==> src/rtl/mult8x8_exact_pkg.sv <==
// Shared widths for the exact and approximate
// 8x8 multiplier family.
package mult8x8_exact_pkg;
  localparam int OP_W   = 8;
  localparam int PROD_W = 16;
endpackage

==> src/rtl/mult8x8_exact_fa_cell.sv <==
// Single-bit full adder; tie cin low for
// a half adder.
module fa_cell (
  input  logic a,
  input  logic b,
  input  logic cin,
  output logic s,
  output logic cout
);
  assign s    = a ^ b ^ cin;
  assign cout = (a & b) | (cin & (a ^ b));
endmodule

==> src/rtl/mult8x8_exact.sv <==
// Exact unsigned 8x8 array multiplier with
// combinational and registered product.
module mult8x8_exact
  import mult8x8_exact_pkg::*;
(
  input  logic              clk,
  input  logic              rst,
  input  logic [OP_W-1:0]   A,
  input  logic [OP_W-1:0]   B,
  output logic [PROD_W-1:0] P,
  output logic [PROD_W-1:0] P_q
);
  logic [OP_W-1:0][OP_W-1:0] pp;
  logic [OP_W-1:0][OP_W:0]   acc;
  logic [OP_W-1:0][OP_W:0]   cy;
  logic [PROD_W-1:0]         prod_d;

  genvar i, j;
  generate
    for (i = 0; i < OP_W; i++) begin : g_pp
      for (j = 0; j < OP_W; j++) begin : g_bit
        assign pp[i][j] = A[j] & B[i];
      end
    end
  endgenerate

  assign acc[0] = {1'b0, pp[0]};
  assign cy[0]  = '0;

  // Row i adds pp[i] to the previous row shifted
  // right by one; bit 0 of each row is final.
  generate
    for (i = 1; i < OP_W; i++) begin : g_row
      assign cy[i][0] = 1'b0;
      for (j = 0; j < OP_W; j++) begin : g_col
        fa_cell u_fa (
          .a    (pp[i][j]),
          .b    (acc[i-1][j+1]),
          .cin  (cy[i][j]),
          .s    (acc[i][j]),
          .cout (cy[i][j+1])
        );
      end
      assign acc[i][OP_W] = cy[i][OP_W];
    end
  endgenerate

  generate
    for (i = 0; i < OP_W; i++) begin : g_lo
      assign P[i] = acc[i][0];
    end
  endgenerate

  assign P[PROD_W-1:OP_W] = acc[OP_W-1][OP_W:1];
  assign prod_d = P;

  always_ff @(posedge clk or posedge rst) begin
    if (rst) P_q <= '0;
    else     P_q <= prod_d;
  end
endmodule

==> config.mk <==
export PLATFORM = sky130hd
export DESIGN_NAME = mult8x8_exact
export DESIGN_NICKNAME = d
export VERILOG_FILES = /design/src/rtl/mult8x8_exact_pkg.sv /design/src/rtl/mult8x8_exact_fa_cell.sv /design/src/rtl/mult8x8_exact.sv
export SDC_FILE = /design/constraint.sdc
export NUM_CORES = 1
export LEC_CHECK = 0
export BUFFER_PORTS_ARGS = -buffer_cell sky130_fd_sc_hd__buf_2
export CAP_MARGIN = 40
export CORE_MARGIN = 5
export CORE_UTILIZATION = 40
export DETAILED_ROUTE_END_ITERATION = 10
export GPL_TIMING_DRIVEN = 1
export HOLD_SLACK_MARGIN = 0.06
export SLEW_MARGIN = 20
export SYNTH_ARGS = -nofsm -noshare
export SYNTH_HDL_FRONTEND = slang
export SYNTH_SLANG_ARGS = --single-unit
==> constraint.sdc <==
create_clock -name clk -period 10.6 [get_ports clk]
set_input_delay 0 -clock clk [delete_from_list [all_inputs] [get_ports clk]]
set_output_delay 0 -clock clk [all_outputs]
set_load 0.02 [all_outputs]
**Yosys cells after proc, flatten, opt, wreduce, memory -nomap -nowiden**

Cells that the tools add are included.

- Bitwise logic cells: 320

Operators with widths:

| kind | count |
|---|---|
| 1-bit bitwise AND | 168 |
| 1-bit bitwise XOR | 104 |
| 1-bit OR | 48 |

- Bits in registers: 16
- Bits of input ports: 18
- Output and inout bits: 32

**Logic depth before layout (Yosys ltp)**

- Word-level depth: 40
- Depth in mapped cells: 36
- Depth with buffers taken out: 35

**By module**

Synthesis repeated with hierarchy kept, for this count alone.

- Cells, all modules: 154
- Area total of the unflattened synthesis: 2049.5 µm²

By module, submodules not included:

| module | times used | cells each | area each (µm²) | sequential area each (µm²) |
|---|---|---|---|---|
| fa_cell | 56 | 1 | 20.0 | 0.0 |
| mult8x8_exact | 1 | 98 | 928.4 | 400.4 |

**Worst setup path after synthesis**

No wires, ideal clock.

- Kind: in2out
- From: input port A[1]
- To: output port P[14]
- Arrival: 8.842 ns
- Data required time: 10.600 ns
- Setup slack: 1.758 ns
- Stages: 24
- Path through: and2_1 ha_1 inv_1 fa_1 fa_1 fa_1 fa_1 fa_1 fa_1 fa_1 fa_1 fa_1 fa_1 fa_1 fa_1 fa_1 fa_1 fa_1 fa_1 fa_1 fa_1 inv_1 fa_1 buf_4

- Longest elaborated chain between the ends: 39
- Elaborated cells on any way between the ends: 238
- Classes of those cells: bitwise: 238

Ends and longest elaborated chain:

| item | line | source |
|---|---|---|
| from (decl) | mult8x8_exact.sv:8 | `input logic [OP_W-1:0] A,` |
| 1-bit bitwise AND | mult8x8_exact.sv:22 | `assign pp[i][j] = A[j] & B[i];` |
| 1-bit bitwise AND / 1-bit bitwise XOR (equally long branches) | mult8x8_exact_fa_cell.sv:11, mult8x8_exact_fa_cell.sv:10 |  |
| 1-bit bitwise AND | mult8x8_exact_fa_cell.sv:11 | `assign cout = (a & b) \| (cin & (a ^ b));` |
| 1-bit OR | mult8x8_exact_fa_cell.sv:11 |  |
| 1-bit bitwise AND / 1-bit bitwise XOR (equally long branches) | mult8x8_exact_fa_cell.sv:11, mult8x8_exact_fa_cell.sv:10 |  |
| 1-bit OR / 1-bit bitwise XOR (equally long branches) | mult8x8_exact_fa_cell.sv:11, mult8x8_exact_fa_cell.sv:10 |  |
| 1-bit bitwise AND / 1-bit bitwise XOR (equally long branches) | mult8x8_exact_fa_cell.sv:11, mult8x8_exact_fa_cell.sv:10 |  |
| 1-bit OR / 1-bit bitwise XOR (equally long branches) | mult8x8_exact_fa_cell.sv:11, mult8x8_exact_fa_cell.sv:10 |  |
| [23 not listed] | n/a |  |
| 1-bit OR, or another cell as far along | mult8x8_exact_fa_cell.sv:11 |  |
| 1-bit bitwise AND / 1-bit bitwise XOR (equally long branches) | mult8x8_exact_fa_cell.sv:11, mult8x8_exact_fa_cell.sv:10 |  |
| 1-bit OR / 1-bit bitwise XOR (equally long branches) | mult8x8_exact_fa_cell.sv:11 |  |
| 1-bit bitwise AND / 1-bit bitwise XOR (equally long branches) | mult8x8_exact_fa_cell.sv:11, mult8x8_exact_fa_cell.sv:10 |  |
| 1-bit OR / 1-bit bitwise XOR (equally long branches) | mult8x8_exact_fa_cell.sv:11 |  |
| 1-bit bitwise AND | mult8x8_exact_fa_cell.sv:11 |  |
| 1-bit OR | mult8x8_exact_fa_cell.sv:11 |  |
| 1-bit bitwise XOR * | mult8x8_exact_fa_cell.sv:10 | `assign s = a ^ b ^ cin;` |
| to (decl) | mult8x8_exact.sv:10 | `output logic [PROD_W-1:0] P,` |

Every way passes the cells marked *; elsewhere a longest branch is shown, timed or not.

**Worst setup path after layout**

- From: input port B[0]
- To: output port P[14]

- Longest elaborated chain between the ends: 39
- Elaborated cells on any way between the ends: 247
- Classes of those cells: bitwise: 247

Ends and longest elaborated chain:

| item | line | source |
|---|---|---|
| from (decl) | mult8x8_exact.sv:9 | `input logic [OP_W-1:0] B,` |
| 1-bit bitwise AND | mult8x8_exact.sv:22 |  |
| 1-bit bitwise AND / 1-bit bitwise XOR (equally long branches) | mult8x8_exact_fa_cell.sv:11, mult8x8_exact_fa_cell.sv:10 |  |
| 1-bit bitwise AND | mult8x8_exact_fa_cell.sv:11 |  |
| 1-bit OR | mult8x8_exact_fa_cell.sv:11 |  |
| 1-bit bitwise AND / 1-bit bitwise XOR (equally long branches) | mult8x8_exact_fa_cell.sv:11, mult8x8_exact_fa_cell.sv:10 |  |
| 1-bit OR / 1-bit bitwise XOR (equally long branches) | mult8x8_exact_fa_cell.sv:11, mult8x8_exact_fa_cell.sv:10 |  |
| 1-bit bitwise AND / 1-bit bitwise XOR (equally long branches) | mult8x8_exact_fa_cell.sv:11, mult8x8_exact_fa_cell.sv:10 |  |
| 1-bit OR / 1-bit bitwise XOR (equally long branches) | mult8x8_exact_fa_cell.sv:11, mult8x8_exact_fa_cell.sv:10 |  |
| [23 not listed] | n/a |  |
| 1-bit OR, or another cell as far along | mult8x8_exact_fa_cell.sv:11 |  |
| 1-bit bitwise AND / 1-bit bitwise XOR (equally long branches) | mult8x8_exact_fa_cell.sv:11, mult8x8_exact_fa_cell.sv:10 |  |
| 1-bit OR / 1-bit bitwise XOR (equally long branches) | mult8x8_exact_fa_cell.sv:11 |  |
| 1-bit bitwise AND / 1-bit bitwise XOR (equally long branches) | mult8x8_exact_fa_cell.sv:11, mult8x8_exact_fa_cell.sv:10 |  |
| 1-bit OR / 1-bit bitwise XOR (equally long branches) | mult8x8_exact_fa_cell.sv:11 |  |
| 1-bit bitwise AND | mult8x8_exact_fa_cell.sv:11 |  |
| 1-bit OR | mult8x8_exact_fa_cell.sv:11 |  |
| 1-bit bitwise XOR * | mult8x8_exact_fa_cell.sv:10 |  |

Marked as above.

==> qor.yml <==
status:
  status: "finished clean"
critical_path:
  cpMaxStageDelayCell: "fa_1"
  cp_top_family: "adder cells"
  crit_path_max_incr_delay_ps: 580
  path_max_fanout: 8
  arrival_ps: 9230
  crit_top_cell: "fa_1"
  startpoint_type: "primary input"
  path_buf_inv: 4
  endpoint_kind: "output port"
  worstSetupPathType: "in2out"
  required_ps: 10600
placed_design:
  place_hpwl_mm: 2.96
  place.gp.congestion: 0.728
  port_buffers: 49
floorplanning:
  fp.dieArea_um2: 6470
  io_pins: 50
  initial_core_util: 0.417
  die_height_um: 80.4
  design.core.area_um2: 4750
  num_rows: 25
  die_w_um: 80.4
sta:
  worstMarginPinSlew_ps: 613
  slew_viol_final: 0
  min_period_ps: 9230
  hold_violations: 0
  fin_tns_setup_ps: 0
  relSlewSlack: 0.591
  max_freq_ghz: 0.108
  report.final.setup_viol: 0
  post-route-period-util: 0.871
  rsz0062_at_grt: "no"
synth:
  netlist_instances: 183
  ys_seq_area_frac: 0.202
  synth.net_count: 257
  synth.avg_cell_area_um2: 10.8
  synth-seq-cells: 16
  synth.distinct_cells: 8
  yosys_warnings: 0
  netlist_area_um2: 1980
cells_and_area:
  num-nets-final: 292
  area_growth_pct: 12.9
  largest_reg_flops: 16
  mostFrequentLayoutCell: "buf_2"
  nFillCells: 503
  final_cell_mix: "buf_2 (49), fa_1 (48), nand2_1 (47)"
  final_layout_size_suffix_gt1_frac: 0.244
  antennaDiodeCount: 0
  regMostFlops: "P_q"
  top_regs: "P_q (16)"
clock_network:
  cts-resized-gates: 0
  cts_buffers: 3
  cts_sinks: 16
  cts_root_buf: "clkbuf_8"
  cts_tree: "built"
  ctsHtreeMaxLevel: 1
  cts_setup_buffers: 0
  cts_hold_buf: 1
  cts_buffer_depth: 2
  clk_pin_slew_ps: 60
job:
  maxCapViolCount: 0
routing:
  drt_iter0_markers: 6
  ant_nets: 0
  drc: 0
  via_per_inst: 4.34
  routed_wl_mm: 3.15
  vias: 1233
  dr.pass1.iters: 4
  wl_per_cell_um: 11.1
hold_path:
  hold_path.class: "in2reg"
global_routing:
  grt_first_pass_wirelength_mm: 5.82
  grt_max_degree: 17
  grt_usage: 0.114
  antenna_found_initial: 0
  grt_pass1_vias: 1370
  grt.overflow.total: 0
==> cells in the mapped netlist <==
cell	number	area, µm²
ha_1	8	100
inv_1	27	101
dfrtp_1	16	400
buf_2	5	25.0
buf_4	15	113
and2_1	17	106
nand2_1	47	176
fa_1	48	961
==> kinds of logic after synthesis <==
family | synth area share
buffers and inverters | 0.121
and+or+nand+nor | 0.143
DFF | 0.202
adders and majority gates | 0.535
==> final timing paths <==
check,startpoint,to,cells after the start
worst max-delay path,B[0],P[14],25
worst min-delay path,A[0],P_q[0],2
max in group asynchronous,rst,P_q[0],3
min in group asynchronous,rst,P_q[7],3
==> cell type report <==
cell class | count | area [µm²] | area share
Multi-Input combinational cell | 120 | 1340 | 0.600
Sequential cell | 16 | 400 | 0.179
Timing Repair Buffer | 50 | 255 | 0.114
Inverter | 27 | 101 | 0.0453
Tap cell | 67 | 83.8 | 0.0374
Clock buffer | 4 | 55.1 | 0.0246
==> through the flow <==
stage | setup slack [ps] | utilization | hold slack (ps) | instance area (µm²) | cells
global route | 992 | 0.471 | 112 | 2240 | 284
finish | 1370 | 0.471 | 88.8 | 2240 | 284
CTS | 1250 | 0.471 | 92.5 | 2240 | 284
global placement | 1400 | 0.457 | 89.0 | 2170 | 279
floorplan | 1760 | - | -86.3 | 1980 | 183
detailed placement | 1250 | 0.457 | 109 | 2170 | 279
==> per-layer routing <==
layer | part of all wire | routed length, µm | up-vias | GRT usage
li1 | - | - | 579 | -
met4 | 0.010 | 32 | 0 | 0.0253
met3 | 0.044 | 138 | 2 | 0.0168
met5 | 0 | 0 | - | 0
met2 | 0.56 | 1760 | 27 | 0.209
met1 | 0.39 | 1220 | 625 | 0.139
Power is left out: the tool's default activity adds up to more than one toggle a clock period on the data nets, which glitch-free logic cannot reach.
